$ cat src/rtl/pwm_duty_decoder.sv
// Recovers the duty value of a free-running PWM waveform with period 2^W clocks.
// A value is reported only after MATCH_N consecutive windows measure the same high count.
module pwm_duty_decoder #(
  parameter int unsigned W           = 4,
  parameter int unsigned SYNC_STAGES = 2,
  parameter int unsigned MATCH_N     = 2
) (
  input  logic         clk,
  input  logic         rst,
  input  logic         pwm_in,
  output logic [W:0]   duty,
  output logic         locked,
  output logic         upd
);

  localparam logic [1:0] SEARCH  = 2'd0;
  localparam logic [1:0] CONFIRM = 2'd1;
  localparam logic [1:0] LOCKED  = 2'd2;

  localparam logic [3:0] MatchN = 4'(MATCH_N);

  logic [SYNC_STAGES-1:0] r_sync;
  logic [W-1:0]           r_win_cnt;
  logic [W:0]             r_hcnt;
  logic [W:0]             r_cand;
  logic [2:0]             r_match_cnt;
  logic [1:0]             r_state;
  logic [W:0]             r_duty;
  logic                   r_locked;
  logic                   r_upd;

  logic                   w_pwm_s;
  logic                   w_eow;
  logic [W:0]             w_meas;
  logic [3:0]             w_match_inc;
  logic [1:0]             w_state_d;
  logic [W:0]             w_cand_d;
  logic [2:0]             w_match_d;
  logic [W:0]             w_duty_d;
  logic                   w_upd_d;

  assign w_pwm_s     = r_sync[SYNC_STAGES-1];
  assign w_eow       = (r_win_cnt == '1);
  // The sample taken on the EOW cycle still belongs to the closing window.
  assign w_meas      = r_hcnt + {{W{1'b0}}, w_pwm_s};
  assign w_match_inc = {1'b0, r_match_cnt} + 4'd1;

  always_comb begin
    w_state_d = r_state;
    w_cand_d  = r_cand;
    w_match_d = r_match_cnt;
    w_duty_d  = r_duty;
    w_upd_d   = 1'b0;
    if (w_eow) begin
      case (r_state)
        SEARCH: begin
          w_cand_d  = w_meas;
          w_match_d = 3'd1;
          if (MATCH_N == 1) begin
            w_state_d = LOCKED;
            w_duty_d  = w_meas;
            w_upd_d   = (w_meas != r_duty);
          end else begin
            w_state_d = CONFIRM;
          end
        end
        CONFIRM: begin
          if (w_meas == r_cand) begin
            w_match_d = w_match_inc[2:0];
            if (w_match_inc >= MatchN) begin
              w_state_d = LOCKED;
              w_duty_d  = r_cand;
              w_upd_d   = (r_cand != r_duty);
            end
          end else begin
            w_cand_d  = w_meas;
            w_match_d = 3'd1;
          end
        end
        LOCKED: begin
          // duty keeps its old value until a new value is confirmed.
          if (w_meas != r_duty) begin
            w_cand_d  = w_meas;
            w_match_d = 3'd1;
            w_state_d = CONFIRM;
          end
        end
        default: w_state_d = SEARCH;
      endcase
    end
  end

  always_ff @(posedge clk or negedge rst) begin
    if (!rst) begin
      r_sync      <= '0;
      r_win_cnt   <= '0;
      r_hcnt      <= '0;
      r_cand      <= '0;
      r_match_cnt <= '0;
      r_state     <= SEARCH;
      r_duty      <= '0;
      r_locked    <= 1'b0;
      r_upd       <= 1'b0;
    end else begin
      r_sync      <= {r_sync[SYNC_STAGES-2:0], pwm_in};
      r_win_cnt   <= r_win_cnt + 1'b1;
      r_hcnt      <= w_eow ? '0 : w_meas;
      r_cand      <= w_cand_d;
      r_match_cnt <= w_match_d;
      r_state     <= w_state_d;
      r_duty      <= w_duty_d;
      r_locked    <= (w_state_d == LOCKED);
      r_upd       <= w_upd_d;
    end
  end

  assign duty   = r_duty;
  assign locked = r_locked;
  assign upd    = r_upd;

endmodule
$ cat config.mk
export PLATFORM = sky130hd
export DESIGN_NAME = pwm_duty_decoder
export DESIGN_NICKNAME = d
export VERILOG_FILES = /design/src/rtl/pwm_duty_decoder.sv
export SDC_FILE = /design/constraint.sdc
export NUM_CORES = 1
export LEC_CHECK = 0
export ABC_AREA = 1
export BUFFER_PORTS_ARGS = -buffer_cell sky130_fd_sc_hd__buf_2
export CAP_MARGIN = 20
export CORE_UTILIZATION = 35
export DETAILED_ROUTE_END_ITERATION = 7
export PLACE_DENSITY = 0.61
export SYNTH_ARGS = -nofsm -noshare
export SYNTH_HDL_FRONTEND = slang
export SYNTH_SLANG_ARGS = --single-unit
$ cat constraint.sdc
create_clock -name clk -period 2.18 [get_ports clk]
set_input_delay 0.327 -clock clk [delete_from_list [all_inputs] [get_ports clk]]
set_output_delay 0.327 -clock clk [all_outputs]
set_load 0.01 [all_outputs]
==> After elaboration in Yosys (flattened, before gate mapping) <==
Index checks and enable logic that the tools add are counted.
{ "totals": {"regBits": 28, "input_bits": 3, "out_inout_bits": 7} }
{ "classes": {"n_addsub": 3, "n_lt_le_gt_ge": 1, "n_eq_ne": 9, "n_mux": 16, "reduce_logical": 5} }
{ "ops": {"columns": ["cell", "n"], "rows": [
  ["$mux 5", 3],
  ["$pmux 5 s3", 1],
  ["$ne 5x5->1", 2],
  ["$pmux 3 s3", 1],
  ["$mux 2", 4],
  ["$reduce_and 4->1", 2],
  ["$mux 3", 2],
  ["$pmux 2 s3", 1],
  ["$add 5x1->5", 1],
  ["$eq 5x5->1", 1],
  ["$add 3x1->4 const B", 1],
  ["$add 4x1->4 const B", 1],
  ["$eq 2x2->1 const B", 2],
  ["$eq 4x4->1 const B", 1],
  ["$ge 4x2->1 const B", 1],
  ["$mux 1", 4],
  ["$ne 2x2->1 const B", 2],
  ["$reduce_and 3->1", 1],
  ["$reduce_bool 3->1", 1],
  ["$eq 2x1->1 const B", 1],
  ["$logic_not 2->1", 1]
]} }

==> Logic depth before layout (Yosys ltp) <==
{ "logic_depth": {"ltp_word": 7, "ltp_mapped": 14, "mapped_depth_nobuf": 14} }

==> Worst setup path after synthesis <==
No wires, ideal clock.
{ "synth_path": {"path_kind": "register to register", "start": "register r_sync[1]", "end": "register r_duty[2] (netlist: duty[2])", "setup_time_ps": 118, "arrival_ps": 1807, "setup_slack_ps": 255, "path_stages_with_launch": 13, "synth_period_minus_slack_ps": 1925, "path_cell_list": "dfrtp_1 > ha_1 > ha_1 > inv_1 > nand2_1 > nand2_1 > nor2_1 > nand3b_4 > nor2_4 > nand3b_2 > buf_6 > nand2_2 > o21ai_2"} }
{ "synth_via": {"elab_chain_len": 3} }
{ "synth_rtl": {"columns": ["element", "line_no", "text"], "rows": [
  ["from (decl)", "22", "logic [SYNC_STAGES-1:0] r_sync;"],
  ["from (signal assigned)", "105", "r_sync <= {r_sync[SYNC_STAGES-2:0], pwm_in};"],
  ["$add 5x1->5", "45", "assign w_meas = r_hcnt + {{W{1'b0}}, w_pwm_s};"],
  ["via w_meas[1]", "34", "logic [W:0] w_meas;"],
  ["$eq 5x5->1", "68", "if (w_meas == r_cand) begin"],
  ["$reduce_and 4->1 (no line)", null, null],
  ["to (signal assigned)", "111", "r_duty <= w_duty_d;"],
  ["to (decl)", "28", "logic [W:0] r_duty;"]
]} }
The timed path passes the listed nets, and every way through them passes these cells.
A chain may end at the register's enable or synchronous reset.

==> Worst setup path after layout <==
{ "layout_path": {"start": "register r_sync[1]", "end": "register r_duty[4] (netlist: duty[4])"} }
The elaborated chain is that of the path after synthesis.

==> flow_metrics.tcl <==
set metrics [dict create \
    num_vias 1189 \
    synth_fa_ha_area_share_pct 4.07 \
    nNetsFinal 206 \
    drtAntennaViolNets 0 \
    num_rows 23 \
    finalSetupTns_ns 0 \
    initial_utilization_pct 37.4 \
    synth.distinct_cells 25 \
    synth-simple-area-share_pct 32.3 \
    synthMuxAreaShare_pct 0 \
    drtIter0Drc 26 \
    cap_viol_max_count 0 \
    vdd_ir_drop_max_v 0.000357 \
    min_period_over_period_pct 91.1 \
    r2r_start "r_sync[1]$_DFF_PN0_" \
    io_buffers 9 \
    crit_chain "ha_1 -> ha_4 -> inv_1 -> nand2_1 -> nand2_1 -> nor2_2 -> nand3b_4 -> nor2_4 -> nand3b_2 -> buf_4 -> nand2_1 -> o21ai_2" \
    crit_start "r_sync[1]$_DFF_PN0_" \
    fmax_mhz 504 \
    synth_area_leader_cell "dfrtp_1" \
    synth_area_leaders "dfrtp_1, nand2_1, inv_1" \
    slowest_delay_ns 0.38 \
    skew_ns 0.00458 \
    avgRoutedWirePerCell_um 11.6 \
    dp_hpwl_um 2270 \
    powerDensity_nw_per_um2 894 \
    end_kind "flip-flop" \
    worst_pin_slew_ns 0.611 \
    insertion_delay_ns 0.27 \
    syn_nets 191 \
    cp_num_buf_inv 2 \
    synth_top_family_by_area "simple AND/OR/NAND/NOR gates" \
    worstRegToRegCells 12 \
    finalWirelength_um 2860 \
    rsz0062_at_grt "false" \
    grt_max_degree 29 \
    regToRegEndpoint "duty[4]$_DFFE_PN0P_" \
    p_leak_nw 0.900 \
    maxSlewHeadroom_pct 59.3 \
    critPathArrivalTime_ns 2.16 \
    hold_viol 0 \
    syn_avg_cell_area_um2 8.41 \
    ctsLongestPathBuffers 2 \
    power_w 0.00155 \
    antenna_found_initial 0 \
    startpoint_type "flip-flop" \
    setup_violations 0 \
    grt_pass1_vias 1131 \
    areaGrowthSynthToFinish_pct 12.6 \
    r2r_slack_ns 0.19 \
    grt_pass1_wl_um 5010 \
    cts_inserted_buffers 3 \
    core_area_um2 4120 \
    cp_slowest_cell "dfrtp_1" \
    track_usage_pct 14.7 \
    fp.dieArea_um2 4670 \
    worstHoldPathType "input pin to asynchronous set/reset pin" \
    status "completed" \
    clk_pin_slew_worst_paths_ns 0.09 \
    synth_compound_area_share_pct 7.89 \
    synth_cells 183 \
    report.final.slew_viol_count 0 \
    min_period_ns 1.99 \
    cts.sinks 28 \
    n_antenna_cell 0 \
    htreeDepth 1 \
    die_height_um 68.3 \
    fill_cells 427 \
    drive_above_1_share_pct 23.4 \
    dieWidth_um 68.3 \
    clock-root-buffer "clkbuf_8" \
    io_pins 10 \
    dr.pass1.iters 4 \
    synth-seq-area-share_pct 45.5 \
    crit_family "simple AND/OR/NAND/NOR gates" \
    drc 0 \
    cts_hold_buffers 0 \
    synth_xor_xnor_area_share_pct 1.71 \
    synth_top_area_share_pct 45.5 \
    cts_tree "done" \
    synth.cell_area_um2 1540 \
    worstPathRequired_ns 2.35 \
    synth-seq-cells 28 \
    via_per_inst 4.81 \
    yosysWarnings 0 \
    grt-ovfl-total 0 \
    worst_path_most_repeated_cell "nand2_1" \
    path_class "flip-flop to flip-flop" \
    gp_congestion 0.835 \
    cp_max_fo 11 \
]
[synth_stat cells (all sizes together)]
master,n
nor4,1
o2111ai,1
o22ai,3
nand2,54
buf,2
o21ai,12
dfrtp,28
nand3,19
nor2,15
nand3b,2
xnor2,2
xor2,1
ha,5
nand4,6
inv,29
a21oi,3
[sequential cells by signal, summed over array words and instances, names as in the netlist]
register	count
r_win_cnt	4
r_cand	5
r_hcnt	5
r_sync	2
duty	5
r_state	2
locked	1
r_match_cnt	3
upd	1
[final cells by class]
type / count / area, µm² / share of cell area [%]
Multi-Input combinational cell: 124 / 722 / 41.7
Clock inverter: 1 / 30.0 / 1.73
Tap cell: 50 / 62.6 / 3.61
Clock buffer: 3 / 41.3 / 2.38
Sequential cell: 28 / 701 / 40.4
Timing Repair Buffer: 12 / 67.6 / 3.90
Inverter: 29 / 109 / 6.28
[power breakdown]
part | total, W | switching (W) | internal [W]
combinational | 0.000441 | 0.000266 | 0.000175
clock | 0.000406 | 0.000160 | 0.000246
sequential | 0.000703 | 0.000102 | 0.000601
total | 0.00155 | 0.000528 | 0.00102
[repair_timing]
item | in CTS | in global routing
setup endpoints to repair | 0 | 6
setup buffers | 0 | 0
gates resized for setup | 0 | 2
[per-stage QoR]
step | setup WS, ns | hold slack, ns | instances | util [%] | instance area [µm²]
after floorplan | 0.255 | 0.0314 | 183 | - | 1540
after global placement | 0.180 | 0.341 | 243 | 40.0 | 1650
after detailed placement | 0.0911 | 0.335 | 243 | 40.0 | 1650
after CTS | 0.0738 | 0.0696 | 247 | 41.7 | 1720
after global routing | 0.0431 | 0.109 | 247 | 42.1 | 1730
final | 0.195 | 0.0542 | 247 | 42.1 | 1730
[layout by cell type, fill, tap and decap left out]
cell       count
nand2_1       39
dfrtp_1       28
inv_1         27
nand3_1       17
nand2_2       13
nor2_1        12
buf_2          9
nand4_1        6
o21ai_0        6
o21ai_2        5
ha_1           4
a21oi_1        3
o22ai_1        3
clkbuf_8       3
buf_4          3
nor2_2         2
inv_2          2
nand2_4        2
nand3_2        2
xnor2_1        2
nand3b_4       1
nor2_4         1
nand3b_2       1
xor2_1         1
o2111ai_1      1
nor4_1         1
o21ai_1        1
ha_4           1
bufinv_16      1
[worst register-to-register path, stage by stage (launching register included)]
cell      delay, ns
dfrtp_1        0.38
ha_1           0.23
ha_4           0.29
inv_1          0.06
nand2_1        0.05
nand2_1        0.06
nor2_2         0.16
nand3b_4       0.10
nor2_4         0.11
nand3b_2       0.11
buf_4          0.21
nand2_1        0.08
o21ai_2        0.05
[worst max-delay path by stage]
stage,to,slack [ns],depth (start not counted)
final,duty[4]$_DFFE_PN0P_,0.19,12
after global routing,r_cand[1]$_DFFE_PN0P_,0.04,12
after CTS,duty[4]$_DFFE_PN0P_,0.07,12
after detailed placement,duty[4]$_DFFE_PN0P_,0.09,12
after global placement,duty[4]$_DFFE_PN0P_,0.18,12
after floorplan,duty[2]$_DFFE_PN0P_,0.25,12
[cell families after synthesis]
kind of cell | count (synthesis)
and+or+nand+nor | 97
buffers and inverters | 31
DFF | 28
AOI/OAI and AO/OA | 19
adders and majority gates | 5
xor gates and xnor gates | 3
[layer usage]
| metal | part of all wire, % | vias to the layer above | track usage, % |
|---|---|---|---|
| li1 | - | 622 | - |
| met1 | 49 | 547 | 18.8 |
| met2 | 47 | 16 | 24.6 |
| met3 | 2.7 | 4 | 3.50 |
| met5 | 0 | - | 0 |
| met4 | 1.5 | 0 | 3.91 |
Power figures use the tool's default switching activity.
